$ cat config.mk
export PLATFORM = sky130hd
export DESIGN_NAME = keypad_scanner
export DESIGN_NICKNAME = d
export VERILOG_FILES = /design/src/rtl/keypad_scanner.sv
export SDC_FILE = /design/constraint.sdc
export NUM_CORES = 1
export LEC_CHECK = 0
export CORE_ASPECT_RATIO = 0.75
export CORE_MARGIN = 1.5
export CORE_UTILIZATION = 55
export DETAILED_ROUTE_END_ITERATION = 6
export PLACE_DENSITY = 0.73
export SLEW_MARGIN = 20
export SYNTH_ARGS = -nofsm -noshare
export SYNTH_HDL_FRONTEND = slang
export SYNTH_SLANG_ARGS = --single-unit
$ cat constraint.sdc
create_clock -name clk -period 4.8 [get_ports clk]
set_clock_uncertainty 0.1 [all_clocks]
set_input_delay 0.48 -clock clk [delete_from_list [all_inputs] [get_ports clk]]
set_output_delay 0.48 -clock clk [all_outputs]
set_load 0.02 [all_outputs]
$ cat src/rtl/keypad_scanner.sv
// keypad_scanner
//   Scans a 4x4 matrix keypad (Pmod KYPD layout) one column at a time,
//   debounces whole-keypad scans and reports a single hex key code.
//
// Ports
//   clk         system clock
//   reset       synchronous, active-high reset
//   row[3:0]    keypad rows, active-low, asynchronous to clk
//   col[3:0]    keypad columns, active-low, exactly one low at a time
//   key[3:0]    hex code of the last accepted key
//   key_valid   one-cycle strobe when a press is accepted
//   key_pressed high while the accepted key is held
module keypad_scanner #(
  parameter int SCAN_TICKS     = 1000,
  parameter int DEBOUNCE_SCANS = 4
) (
  input  logic       clk,
  input  logic       reset,
  input  logic [3:0] row,
  output logic [3:0] col,
  output logic [3:0] key,
  output logic       key_valid,
  output logic       key_pressed
);

  localparam int CW = $clog2(SCAN_TICKS);
  localparam int DW = $clog2(DEBOUNCE_SCANS + 1);
  localparam logic [CW-1:0] LAST_TICK = CW'(SCAN_TICKS - 1);
  localparam logic [DW-1:0] DB_TARGET = DW'(DEBOUNCE_SCANS);

  typedef enum logic [1:0] {IDLE, PRESS_DB, HELD, REL_DB} state_e;

  logic [3:0]    rowMeta_q, rowSync_q;
  logic [1:0]    idx_q;
  logic [CW-1:0] cnt_q;
  logic [1:0]    accHits_q;
  logic [3:0]    accCode_q;

  state_e        state_q, state_d;
  logic [3:0]    cand_q, cand_d;
  logic [DW-1:0] dbCnt_q, dbCnt_d;
  logic [3:0]    key_q, key_d;
  logic          valid_q, valid_d;
  logic          pressed_q, pressed_d;

  logic          sampleEn, scanDone;
  logic [2:0]    colHits;
  logic [3:0]    colCode;
  logic [2:0]    hitSum;
  logic [1:0]    passHits;
  logic [3:0]    passCode;

  // Row r / column c to the hex code printed on the keypad.
  function automatic logic [3:0] keyMap(input logic [1:0] r, input logic [1:0] c);
    logic [3:0] code;
    case ({r, c})
      4'b00_00: code = 4'h1;
      4'b00_01: code = 4'h2;
      4'b00_10: code = 4'h3;
      4'b00_11: code = 4'hA;
      4'b01_00: code = 4'h4;
      4'b01_01: code = 4'h5;
      4'b01_10: code = 4'h6;
      4'b01_11: code = 4'hB;
      4'b10_00: code = 4'h7;
      4'b10_01: code = 4'h8;
      4'b10_10: code = 4'h9;
      4'b10_11: code = 4'hC;
      4'b11_00: code = 4'h0;
      4'b11_01: code = 4'hF;
      4'b11_10: code = 4'hE;
      default:  code = 4'hD;
    endcase
    return code;
  endfunction

  assign col         = ~(4'b0001 << idx_q);
  assign key         = key_q;
  assign key_valid   = valid_q;
  assign key_pressed = pressed_q;

  assign sampleEn = (cnt_q == LAST_TICK);
  assign scanDone = sampleEn && (idx_q == 2'd3);

  // Hits in the currently driven column merged with the hits already seen
  // this pass. The hit count saturates at 2, which is all MULTI needs.
  always_comb begin
    colHits = 3'd0;
    colCode = 4'h0;
    for (int r = 0; r < 4; r++) begin
      if (!rowSync_q[r]) begin
        if (colHits == 3'd0) colCode = keyMap(2'(r), idx_q);
        colHits = colHits + 3'd1;
      end
    end
    hitSum   = {1'b0, accHits_q} + colHits;
    passHits = (hitSum >= 3'd2) ? 2'd2 : hitSum[1:0];
    passCode = (accHits_q == 2'd1) ? accCode_q : colCode;
  end

  // Row synchronizer, column dwell/index and the per-pass hit accumulator.
  // The accumulator clears on the column-3 sample so each pass starts fresh.
  always_ff @(posedge clk) begin
    if (reset) begin
      rowMeta_q <= 4'hF;
      rowSync_q <= 4'hF;
      idx_q     <= 2'd0;
      cnt_q     <= '0;
      accHits_q <= 2'd0;
      accCode_q <= 4'h0;
    end else begin
      rowMeta_q <= row;
      rowSync_q <= rowMeta_q;
      if (sampleEn) begin
        cnt_q <= '0;
        idx_q <= idx_q + 2'd1;
        if (idx_q == 2'd3) begin
          accHits_q <= 2'd0;
          accCode_q <= 4'h0;
        end else begin
          accHits_q <= passHits;
          accCode_q <= passCode;
        end
      end else begin
        cnt_q <= cnt_q + CW'(1);
      end
    end
  end

  // Debounce FSM, stepped once per completed scan. Accepting a key and
  // releasing it both happen on the edge that samples column 3.
  always_comb begin
    state_d   = state_q;
    cand_d    = cand_q;
    dbCnt_d   = dbCnt_q;
    key_d     = key_q;
    pressed_d = pressed_q;
    valid_d   = 1'b0;
    if (scanDone) begin
      case (state_q)
        IDLE: begin
          if (passHits == 2'd1) begin
            cand_d = passCode;
            if (DEBOUNCE_SCANS == 1) begin
              key_d     = passCode;
              pressed_d = 1'b1;
              valid_d   = 1'b1;
              dbCnt_d   = '0;
              state_d   = HELD;
            end else begin
              dbCnt_d = DW'(1);
              state_d = PRESS_DB;
            end
          end
        end
        PRESS_DB: begin
          if (passHits == 2'd1) begin
            if (passCode == cand_q) begin
              if (dbCnt_q + DW'(1) == DB_TARGET) begin
                key_d     = cand_q;
                pressed_d = 1'b1;
                valid_d   = 1'b1;
                dbCnt_d   = '0;
                state_d   = HELD;
              end else begin
                dbCnt_d = dbCnt_q + DW'(1);
              end
            end else begin
              cand_d  = passCode;
              dbCnt_d = DW'(1);
            end
          end else begin
            dbCnt_d = '0;
            state_d = IDLE;
          end
        end
        HELD: begin
          if (passHits == 2'd0) begin
            if (DEBOUNCE_SCANS == 1) begin
              pressed_d = 1'b0;
              dbCnt_d   = '0;
              state_d   = IDLE;
            end else begin
              dbCnt_d = DW'(1);
              state_d = REL_DB;
            end
          end
        end
        REL_DB: begin
          if (passHits == 2'd0) begin
            if (dbCnt_q + DW'(1) == DB_TARGET) begin
              pressed_d = 1'b0;
              dbCnt_d   = '0;
              state_d   = IDLE;
            end else begin
              dbCnt_d = dbCnt_q + DW'(1);
            end
          end else begin
            dbCnt_d = '0;
            state_d = HELD;
          end
        end
        default: begin
          dbCnt_d = '0;
          state_d = IDLE;
        end
      endcase
    end
  end

  // FSM and output registers.
  always_ff @(posedge clk) begin
    if (reset) begin
      state_q   <= IDLE;
      cand_q    <= 4'h0;
      dbCnt_q   <= '0;
      key_q     <= 4'h0;
      valid_q   <= 1'b0;
      pressed_q <= 1'b0;
    end else begin
      state_q   <= state_d;
      cand_q    <= cand_d;
      dbCnt_q   <= dbCnt_d;
      key_q     <= key_d;
      valid_q   <= valid_d;
      pressed_q <= pressed_d;
    end
  end

endmodule

==> impl_metrics.ini <==
[run_status]
status = finished clean

[setup_path]
critPathTopFamily = adder cells
critPathMaxFanout = 7
slowest_delay_ps = 440
arrival_ps = 3640
critPathLaunchType = flop
cp.required_ps = 4900
path_buf_inv = 2
path_class = reg -> reg
crit_chain = inv_1 -> ha_1 -> xnor2_1 -> inv_1 -> ha_1 -> nor2_1 -> a21oi_1 -> fa_1 -> xnor3_1 -> and3_1 -> and3b_1 -> a21oi_1 -> a311oi_1
worstSetupEndpointType = flop
startpoint = rowSync_q[1]$_SDFF_PP1_
r2r_start = rowSync_q[1]$_SDFF_PP1_
cp_slowest_cell = dfxtp_1

[cells_and_area]
drive_gt1_share_pct = 8.90
stdcell_count = 347
layout_common_cells = dfxtp_1, nor2_1, inv_1, a21oi_1, ha_1
final_area_um2 = 2660
area_delta_synth_final_pct = 12.5
nNetsFinal = 314
final_common_cell = dfxtp_1
fin_util_pct = 65.2
antenna_cells = 0

[clocking]
cts_tree = yes
clock_sinks = 41
h-tree-depth = 2
clockBufferDepth = 2
clkSlewWorstSetupHoldPaths_ps = 80
cts_hold_repair.buffers = 0
cts_root_buffer = clkbuf_8
numCtsBuffers = 5
cts_resized = 0
clk_latency_ps = 290
postCtsSetupRepairBufs = 0

[synth]
synth_area_leaders = dfxtp_1, ha_1, nor2_1, a21oi_1, inv_1
syn_area_per_cell_um2 = 8.48
syn_area_um2 = 2360
synth-adder-area-share_pct = 9.31
synth_seq_area_share_pct = 34.7
async_flop_share_pct = 0
ys_ff_latch = 41
ys_types = 55
synthSimpleGateAreaFrac_pct = 27.0
synth-xor-area-share_pct = 5.40
synth_top_family_by_area = simple AND/OR/NAND/NOR gates
yosys.area.top_type = dfxtp_1
synth_nets = 302
synthMuxAreaShare_pct = 2.54
postSynthCellCount = 279
synth_top_area_share_pct = 34.7
synth_compound_area_share_pct = 15.7
ys_warn_count = 0
yosys_most_used_dff = dfxtp_1
synth-edff-count = 0

[route]
antenna_left = 0
vias_per_cell = 5.68
dr_total_vias = 1970
drt-total-wl_mm = 4.92
drtIter0Drc = 165
route.detailed.drc = 0
post_drt_wl_per_cell_um = 14.2
drt_first_pass_iters = 5

[sta]
fin_ws_ps = 1250
setup_viol = 0
hold_viol = 0
fmax_mhz = 282
fin_hold_ws_ps = 312
period_share_pct = 73.9
tns_ps = 0
max_slew_margin_pct = 55.8
finalCriticalPeriod_ps = 3550
worst_pin_slew_ps = 657
final_max_slew_viol_count = 0
rsz0062_at_grt = no

[floorplan]
die_h_um = 59.8
rows = 20
core_um2 = 4080
die_area_um2 = 4710
start_util_pct = 58.0
die_x_um = 78.7
io_pins = 16

[grt]
grt_max_degree = 20
antenna_found_initial = 0
grtUsageTotal_pct = 23.4
grt_pass1_vias = 1727
grt_pass1_wl_mm = 8.40
grt.overflow.total = 0

[flow_run]
maxCapViolCount = 0

[worst_hold_path]
hold_class = reg -> reg
hold_start = rowMeta_q[3]$_SDFF_PP1_

[power]
ir_drop_v = 0.000177
powerDensity_nw_per_um2 = 261
p_leak_nw = 1.08
power_mw = 0.694

[placement]
portBuffers = 15
pre_cts_ws_ps = 1270
place_area_um2 = 2540
gp_congestion = 0.868
hpwlAfterDp_mm = 3.59
dp.cells = 339
-- cell families after synthesis --
group / after synthesis
flops: 41
simple gates: 119
buf+inv: 31
mux: 6
fa+ha+maj: 17
xor+xnor: 13
compound gates: 52
-- synth_stat cells, types with 3 or more instances --
cell	instances
nand2_1	15
or2_2	8
xnor2_1	7
nor2_1	36
o21ai_0	10
inv_1	19
a21oi_1	16
and3_1	8
nand2b_1	8
nand4_1	5
or3_1	3
nand3_1	7
ha_1	16
mux2i_1	6
or4_1	3
clkbuf_1	9
dfxtp_1	41
a22oi_1	3
nor4_1	4
a31oi_1	3
nor3_1	5
nor2b_1	4
xor2_1	5
-- layer usage --
layer | part of all wire [%] | track usage (%)
met1 | 52 | 34.8
met2 | 41 | 33.4
met3 | 5.5 | 5.04
met4 | 1.2 | 7.40
met5 | 0 | 0
-- cell type report --
type                    instances  area (um2)
fillers                       349        1420
multi-input cells             207        1420
flip-flops and latches         41         821
repair buffers                 17         165
clock buffers                   7        86.3
inverters                      19        71.3
well taps                      55        68.8
clock inverters                 1        30.0
-- path summary, 6_finish.rpt --
kind	endpoint	slack, ps	cells past startpoint
setup / recovery	cand_q[1]$_SDFFE_PP0P_	1250	13
hold / removal	rowSync_q[3]$_SDFF_PP1_	310	1
setup reg to reg	cand_q[1]$_SDFFE_PP0P_	1250	13
hold reg to reg	rowSync_q[3]$_SDFF_PP1_	310	1
-- power by group --
part	switching (mW)	internal, mW	leakage [nW]
clock network	0.117	0.170	0.0585
logic	0.0323	0.0249	0.688
registers	0.00451	0.345	0.333
-- sequential cells by signal, indices dropped and copies added (netlist names) --
name / cells
accCode_q: 4
accHits_q: 2
cand_q: 4
cnt_q: 10
dbCnt_q: 3
idx_q: 2
key: 4
key_pressed: 1
key_valid: 1
rowMeta_q: 4
rowSync_q: 4
state_q: 2
No activity file was read; power rests on OpenSTA's default activity.
